[src/rtl/sevenseg_digit_scanner_if.sv]
// Bus between a digit-scan controller and its driver: value load path in, scan outputs out.
// The master side supplies the value and load strobe; the slave side produces nibble and anodes.
interface sevenseg_digit_scanner_if #(
  parameter int NUM_DIGITS = 4
);
  localparam int DIGIT_W = (NUM_DIGITS > 1) ? $clog2(NUM_DIGITS) : 1;

  logic [4*NUM_DIGITS-1:0] value_in;
  logic                    load;
  logic                    blank_lz;
  logic [3:0]              nibble_out;
  logic [DIGIT_W-1:0]      digit_idx;
  logic [NUM_DIGITS-1:0]   anode_out;
  logic                    load_ack;

  modport master (
    output value_in,
    output load,
    output blank_lz,
    input  nibble_out,
    input  digit_idx,
    input  anode_out,
    input  load_ack
  );

  modport slave (
    input  value_in,
    input  load,
    input  blank_lz,
    output nibble_out,
    output digit_idx,
    output anode_out,
    output load_ack
  );
endinterface

[src/rtl/sevenseg_digit_scanner.sv]
// Time-multiplexed hex digit scanner: one nibble per refresh slot, anode lagging by one cycle
// to align with a registered segment decoder; new values commit only at frame boundaries.
module sevenseg_digit_scanner #(
  parameter int NUM_DIGITS       = 4,
  parameter int REFRESH_DIV      = 100000,
  parameter bit ANODE_ACTIVE_LOW = 1'b1
) (
  input logic                     clk,
  input logic                     rst,
  sevenseg_digit_scanner_if.slave bus
);
  localparam int DIGIT_W = (NUM_DIGITS > 1) ? $clog2(NUM_DIGITS) : 1;
  localparam int CNT_W   = (REFRESH_DIV > 1) ? $clog2(REFRESH_DIV) : 1;
  localparam int VAL_W   = 4 * NUM_DIGITS;

  logic [CNT_W-1:0]      r_div_cnt;
  logic [DIGIT_W-1:0]    r_digit_idx;
  logic [VAL_W-1:0]      r_active;
  logic [VAL_W-1:0]      r_pending;
  logic                  r_pending_valid;
  logic                  r_load_ack;
  logic [NUM_DIGITS-1:0] r_anode;

  logic                  w_tick;
  logic                  w_last_digit;
  logic                  w_commit;
  logic                  w_blank;
  logic [NUM_DIGITS-1:0] w_zero_from;
  logic [NUM_DIGITS-1:0] w_anode_on;
  logic [NUM_DIGITS-1:0] w_anode_drv;

  assign w_tick       = (r_div_cnt == CNT_W'(REFRESH_DIV - 1));
  assign w_last_digit = (r_digit_idx == DIGIT_W'(NUM_DIGITS - 1));
  assign w_commit     = w_tick && w_last_digit && r_pending_valid;

  // w_zero_from[d] is set when every nibble from d up to the most significant is zero.
  genvar gi;
  generate
    for (gi = 0; gi < NUM_DIGITS; gi++) begin : g_digit
      assign w_zero_from[gi] = (r_active[VAL_W-1:4*gi] == '0);
      assign w_anode_on[gi]  = (r_digit_idx == DIGIT_W'(gi)) && !w_blank;
    end
  endgenerate

  assign w_blank     = bus.blank_lz && (r_digit_idx != '0) && w_zero_from[r_digit_idx];
  assign w_anode_drv = ANODE_ACTIVE_LOW ? ~w_anode_on : w_anode_on;

  always_ff @(posedge clk) begin
    if (rst) begin
      r_div_cnt       <= '0;
      r_digit_idx     <= '0;
      r_active        <= '0;
      r_pending       <= '0;
      r_pending_valid <= 1'b0;
      r_load_ack      <= 1'b0;
      r_anode         <= {NUM_DIGITS{ANODE_ACTIVE_LOW}};
    end else begin
      r_anode <= w_anode_drv;

      if (w_tick) begin
        r_div_cnt   <= '0;
        r_digit_idx <= w_last_digit ? '0 : r_digit_idx + 1'b1;
      end else begin
        r_div_cnt <= r_div_cnt + 1'b1;
      end

      r_load_ack <= w_commit;
      if (w_commit) begin
        r_active        <= r_pending;
        r_pending_valid <= 1'b0;
      end

      // A load on the commit edge refills pending after the old value has been taken.
      if (bus.load) begin
        r_pending       <= bus.value_in;
        r_pending_valid <= 1'b1;
      end
    end
  end

  assign bus.nibble_out = r_active[4*r_digit_idx +: 4];
  assign bus.digit_idx  = r_digit_idx;
  assign bus.anode_out  = r_anode;
  assign bus.load_ack   = r_load_ack;

endmodule

[src/flat_wrapper.sv]
// flat-port wrapper written by rule: the top's interface ports become plain ports
module sevenseg_digit_scanner_flat 
#(
  parameter int NUM_DIGITS       = 4,
  parameter int REFRESH_DIV      = 100000,
  parameter bit ANODE_ACTIVE_LOW = 1'b1
)
  (clk, rst, bus_value_in, bus_load, bus_blank_lz, bus_nibble_out, bus_digit_idx, bus_anode_out, bus_load_ack);
  sevenseg_digit_scanner_if #(.NUM_DIGITS(NUM_DIGITS)) bus_i ();
  input logic clk;
  input logic rst;
  input wire logic [$bits(bus_i.value_in)-1:0] bus_value_in;
  input wire logic [$bits(bus_i.load)-1:0] bus_load;
  input wire logic [$bits(bus_i.blank_lz)-1:0] bus_blank_lz;
  output wire logic [$bits(bus_i.nibble_out)-1:0] bus_nibble_out;
  output wire logic [$bits(bus_i.digit_idx)-1:0] bus_digit_idx;
  output wire logic [$bits(bus_i.anode_out)-1:0] bus_anode_out;
  output wire logic [$bits(bus_i.load_ack)-1:0] bus_load_ack;
  assign bus_i.value_in = bus_value_in;
  assign bus_i.load = bus_load;
  assign bus_i.blank_lz = bus_blank_lz;
  assign bus_nibble_out = bus_i.nibble_out;
  assign bus_digit_idx = bus_i.digit_idx;
  assign bus_anode_out = bus_i.anode_out;
  assign bus_load_ack = bus_i.load_ack;
  sevenseg_digit_scanner #(.NUM_DIGITS(NUM_DIGITS), .REFRESH_DIV(REFRESH_DIV), .ANODE_ACTIVE_LOW(ANODE_ACTIVE_LOW)) u_core (.clk(clk), .rst(rst), .bus(bus_i));
endmodule
[config.mk]
export PLATFORM = sky130hd
export DESIGN_NAME = sevenseg_digit_scanner_flat
export DESIGN_NICKNAME = d
export VERILOG_FILES = /design/src/rtl/sevenseg_digit_scanner_if.sv /design/src/rtl/sevenseg_digit_scanner.sv /design/src/flat_wrapper.sv
export SDC_FILE = /design/constraint.sdc
export NUM_CORES = 1
export LEC_CHECK = 0
export BUFFER_PORTS_ARGS = -buffer_cell sky130_fd_sc_hd__buf_4
export CORE_AREA = 5 5 63 93
export DETAILED_ROUTE_END_ITERATION = 10
export DIE_AREA = 0 0 68 98
export PLACE_DENSITY = 0.83
export SLEW_MARGIN = 5
export SYNTH_ARGS = -nofsm -noshare
export SYNTH_HDL_FRONTEND = slang
export SYNTH_SLANG_ARGS = --single-unit
[constraint.sdc]
create_clock -name clk -period 2.1 [get_ports clk]
set_input_delay 0.21 -clock clk [delete_from_list [all_inputs] [get_ports clk]]
set_output_delay 0.21 -clock clk [all_outputs]
set_load 0.01 [all_outputs]
==> impl_metrics.toml, run 1 <==
[clocking]
cts_made_buffers = 9
cts_setup_buffers = 0
cts_buffer_depth = 2
clockRootBuffer = "clkbuf_8"
clk_pin_slew_ns = 0.07
ctsHtreeMaxLevel = 3
ctsResizeCount = 0
cts_sinks = 57
cts_tree = "done"
hold_buffers = 0
clk_latency_ns = 0.34

[final_layout]
syn2layout_area_growth_pct = 24.4
antenna_cells = 0
drive_gt1_frac = 0.219
final_cell_mix = "dfxtp_1, buf_4, nor2_1, nand3_1, a21oi_1"
final_cell_count_no_fill = 370
final_util = 0.597
fin_nets = 323
final_area_um2 = 2990
final_common_cell = "dfxtp_1"

[die]
rows = 32
io_pins = 31
die_w_um = 68
die_y_um = 98
dieArea_um2 = 6660
initial_core_util = 0.480
coreArea_um2 = 5000

[synthesis]
ys_seq_area_frac = 0.475
postSynthAreaPerCell_um2 = 9.24
yosys_warnings = 0
synth-seq-cells = 57
syn_inst = 260
post_synth_instance_area_um2 = 2400
synthesis.nets = 286
ys_types = 32

[worst_setup_path]
critical_path_class = "reg -> reg"
crit_arrival_ns = 2.31
crit_fanout = 19
startpoint_type = "flop"
r2r_setup_slack_ns = 0.07
crit_required_ns = 2.38
endpoint_kind = "flop"

[sta]
layout_setup_ws_ns = 0.0709
clock-skew-final_ns = 0.0117
whs_ns = 0.107
worst_pin_slew_ns = 0.494
finalSetupViolCount = 0
slew_headroom = 0.670
post-route-period-util = 0.966
period_minus_slack_ns = 2.03
hold_viol = 0
slew_viol_final = 0
rsz0062_at_grt = "false"
max_freq_mhz = 493
setup_tns_ns = 0

[flow_run]
cap_viol_max_count = 0

[global_routing]
overflow = 0
grt_antenna_before_repair = 0
grt_usage = 0.174
grt_max_degree = 43
grt_pass1_wl_um = 8610
first_global_vias = 1934

[route]
vias_per_cell = 5.32
drtAntennaViolNets = 0
drt-total-wl_um = 5170
drc = 0
wire_per_inst_um = 14.0
vias = 1967
drt_iter0_markers = 88
dr.pass1.iters = 4

[placed_design]
place_ws_ns = 0.0773
post_dp_cell_area_um2 = 2750
gp_congestion = 0.847
hpwlAfterDp_um = 3690
io_buffers = 30
dp_cells = 354

[power]
power_mw = 2.46
irDropWorstVdd_uv = 496
power_density_nw_per_um2 = 825
p_leak_nw = 1.14

[status]
outcome = "completed"

[min_path]
hold_class = "in -> reg"
==> worst max-delay path: stages, from the launching register on <==
cell and delay (ns):
dfxtp_1 0.31, or4_4 0.54, or4_1 0.47, buf_4 0.20, or3_1 0.31, a21oi_1 0.13
==> cell usage after synthesis <==
cell type | count | share of area
nand3b_1 | 4 | 0.013
buf_1 | 2 | 0.0031
inv_1 | 7 | 0.011
o21ai_0 | 9 | 0.019
and2_0 | 1 | 0.0026
mux4_2 | 4 | 0.038
or4_4 | 1 | 0.0047
xnor2_1 | 14 | 0.051
o21ai_1 | 8 | 0.017
nor3_1 | 4 | 0.0083
nand2b_1 | 1 | 0.0026
nand3_1 | 21 | 0.044
nand4bb_1 | 1 | 0.0047
clkbuf_2 | 1 | 0.0021
clkbuf_1 | 12 | 0.019
or2_0 | 1 | 0.0026
xor2_1 | 1 | 0.0036
nand4b_1 | 1 | 0.0036
a211o_1 | 1 | 0.0036
a311oi_1 | 1 | 0.0036
buf_2 | 3 | 0.0062
nand4_1 | 7 | 0.018
or4_1 | 1 | 0.0031
mux2i_1 | 17 | 0.071
or3_1 | 1 | 0.0026
nor2_1 | 39 | 0.061
nor4_2 | 1 | 0.0052
dfxtp_1 | 57 | 0.47
nand2_1 | 5 | 0.0078
nor4_1 | 10 | 0.026
a21oi_1 | 18 | 0.038
ha_1 | 6 | 0.031
==> routing by layer <==
| metal | global-route usage | wire (um) | up-vias |
|---|---|---|---|
| met5 | 0 | 0 | - |
| met4 | 0.0965 | 157 | 0 |
| met3 | 0.0736 | 304 | 12 |
| met2 | 0.286 | 2680 | 41 |
| met1 | 0.181 | 2030 | 926 |
| li1 | - | - | 988 |
==> worst paths after layout <==
path	startpoint	endpoint	cells after the start
min	bus_value_in[1]	u_core.r_pending[1]	3
max	u_core.r_div_cnt[12]	u_core.bus.digit_idx[0]	5
max reg2reg	u_core.r_div_cnt[12]	u_core.bus.digit_idx[0]	5
min reg2reg	u_core.r_pending[10]	u_core.r_active[10]	2
==> logic make-up (layout without fill, tap and decap cells) <==
| logic type | Yosys count | count (layout) | synth area share |
|---|---|---|---|
| buffers and inverters | 25 | 67 | 0.0411 |
| adder cells (fa/ha/maj) | 6 | 6 | 0.0312 |
| XOR/XNOR | 15 | 15 | 0.0547 |
| AND/OR/NAND/NOR | 99 | 99 | 0.209 |
| multiplexers | 21 | 21 | 0.108 |
| AO/OA/AOI/OAI | 37 | 37 | 0.0802 |
| flip-flops | 57 | 57 | 0.475 |
==> where the power goes <==
group | internal [mW] | leakage [nW] | total (mW) | switching (mW)
logic | 0.0501 | 0.546 | 0.0950 | 0.0450
registers | 1.11 | 0.464 | 1.12 | 0.0159
clock network | 0.814 | 0.126 | 1.25 | 0.433
==> state kept, by name, summed over array words and instances, names as in the netlist <==
register                flops
u_core.r_div_cnt           17
u_core.r_active            16
u_core.r_pending           16
u_core.bus.anode_out        4
u_core.bus.digit_idx        2
u_core.bus.load_ack         1
u_core.r_pending_valid      1
==> final cells by class <==
class | count | area [um2]
Sequential cell | 57 | 1140
Timing Repair Buffer | 44 | 330
Multi-Input combinational cell | 178 | 1160
Fill cell | 445 | 2020
Inverter | 7 | 26.3
Clock inverter | 6 | 105
Clock buffer | 10 | 138
Tap cell | 68 | 85.1
No activity file was read; power rests on OpenSTA's default activity.
==> run 2, diff against run 1 <==
PLACE_DENSITY = 0.8   (was 0.83)
clock period = 2.35 ns   (was 2.1 ns; I/O delays follow)
==> impl_metrics.toml, run 2 (synthesis gave the netlist of run 1 again) <==
[clocking]
clk_pin_slew_ns = 0.06
hold_buffers = 0
cts_tree = "done"
ctsHtreeMaxLevel = 3
cts_setup_buffers = 0
cts_buffer_depth = 2
cts_sinks = 57
ctsResizeCount = 0
clk_latency_ns = 0.34
clockRootBuffer = "clkbuf_8"
cts_made_buffers = 9

[route]
drt_iter0_markers = 124
drt-total-wl_um = 5030
vias_per_cell = 5.37
wire_per_inst_um = 13.9
drtAntennaViolNets = 0
drc = 0
vias = 1950
dr.pass1.iters = 4

[power]
p_leak_nw = 1.09
irDropWorstVdd_uv = 455
power_mw = 2.16
power_density_nw_per_um2 = 738

[die]
die_y_um = 98
coreArea_um2 = 5000
io_pins = 31
initial_core_util = 0.480
rows = 32
dieArea_um2 = 6660
die_w_um = 68

[worst_setup_path]
startpoint_type = "flop"
cp_cell_sequence = "or4_4, or4_1, buf_4, or3_1, a21oi_1"
crit_fanout = 19
critical_path.max_stage_delay_ns = 0.56
cp_slowest_cell = "or4_4"
crit_required_ns = 2.62
crit_arrival_ns = 2.39
endpoint_kind = "flop"
critical_path_class = "reg -> reg"

[sta]
setup_tns_ns = 0
post-route-period-util = 0.901
worst_pin_slew_ns = 0.490
slew_headroom = 0.673
clock-skew-final_ns = 0.00740
period_minus_slack_ns = 2.12
whs_ns = 0.130
max_freq_mhz = 472
rsz0062_at_grt = "false"
hold_viol = 0
slew_viol_final = 0
finalSetupViolCount = 0
layout_setup_ws_ns = 0.232

[global_routing]
grt_antenna_before_repair = 0
grt_use_met3 = 0.0564
grt_busiest_layer = "met2"
met1_usage = 0.181
overflow = 0
grt_max_degree = 43
first_global_vias = 1883
grt_usage = 0.168
met2_usage = 0.278
grt_pass1_wl_um = 8520

[final_layout]
final_cell_mix = "dfxtp_1, nor2_1, buf_4, nand3_1, a21oi_1"
final_common_cell = "dfxtp_1"
reg_top3 = "u_core.r_div_cnt (17), u_core.r_active (16), u_core.r_pending (16)"
final_area_um2 = 2930
syn2layout_area_growth_pct = 22.0
largest_reg_flops = 17
drive_gt1_frac = 0.200
top_register = "u_core.r_div_cnt"
antenna_cells = 0
fin_nets = 317

[flow_run]
cap_viol_max_count = 0

[min_path]
hold_class = "in -> reg"

[placed_design]
io_buffers = 30
gp_congestion = 0.829
post_dp_cell_area_um2 = 2700
hpwlAfterDp_um = 3530
place_ws_ns = 0.263

[status]
outcome = "completed"
run 2: where the power goes:
part	internal (mW)	total (mW)	switching, mW
combinational	0.0448	0.0859	0.0412
clock	0.694	1.07	0.380
sequential	0.989	1.00	0.0143
run 2: per-stage QoR:
stage / util / instances
2_1_floorplan: - / 260
3_3_place_gp: 0.540 / 348
5_1_grt: 0.586 / 363
6_report: 0.586 / 363
3_5_place_dp: 0.540 / 348
4_1_cts: 0.586 / 363
run 2: layout make-up:
| type | count | area, um2 |
|---|---|---|
| Clock buffer | 9 | 124 |
| Clock inverter | 6 | 108 |
| Fill cell | 471 | 2070 |
| Inverter | 7 | 26.3 |
| Multi-Input combinational cell | 178 | 1160 |
| Sequential cell | 57 | 1140 |
| Tap cell | 68 | 85.1 |
| Timing Repair Buffer | 38 | 285 |
run 2: worst max-delay path: cells and delay by family, from the launching register on:
kind                   cells  cell delay, ns
AOI/OAI and AO/OA          1            0.14
buffers and inverters      1            0.21
DFF                        1            0.35
and+or+nand+nor            3            1.35
run 2: path summary, 6_finish.rpt:
path / startpoint / slack, ns / to / cells past startpoint
worst max-delay path: u_core.r_div_cnt[12] / 0.23 / u_core.bus.digit_idx[0] / 5
worst min-delay path: bus_value_in[1] / 0.13 / u_core.r_pending[1] / 3
worst min register to register: u_core.r_pending[8] / 0.47 / u_core.r_active[8] / 2
worst max register to register: u_core.r_div_cnt[12] / 0.23 / u_core.bus.digit_idx[0] / 5
run 2: layer usage:
metal / vias up / share of wire / wire (um)
met3: 13 / 0.054 / 271
met4: 0 / 0.021 / 104
met1: 923 / 0.39 / 1940
met2: 42 / 0.54 / 2720
met5: - / 0 / 0
li1: 972 / - / -
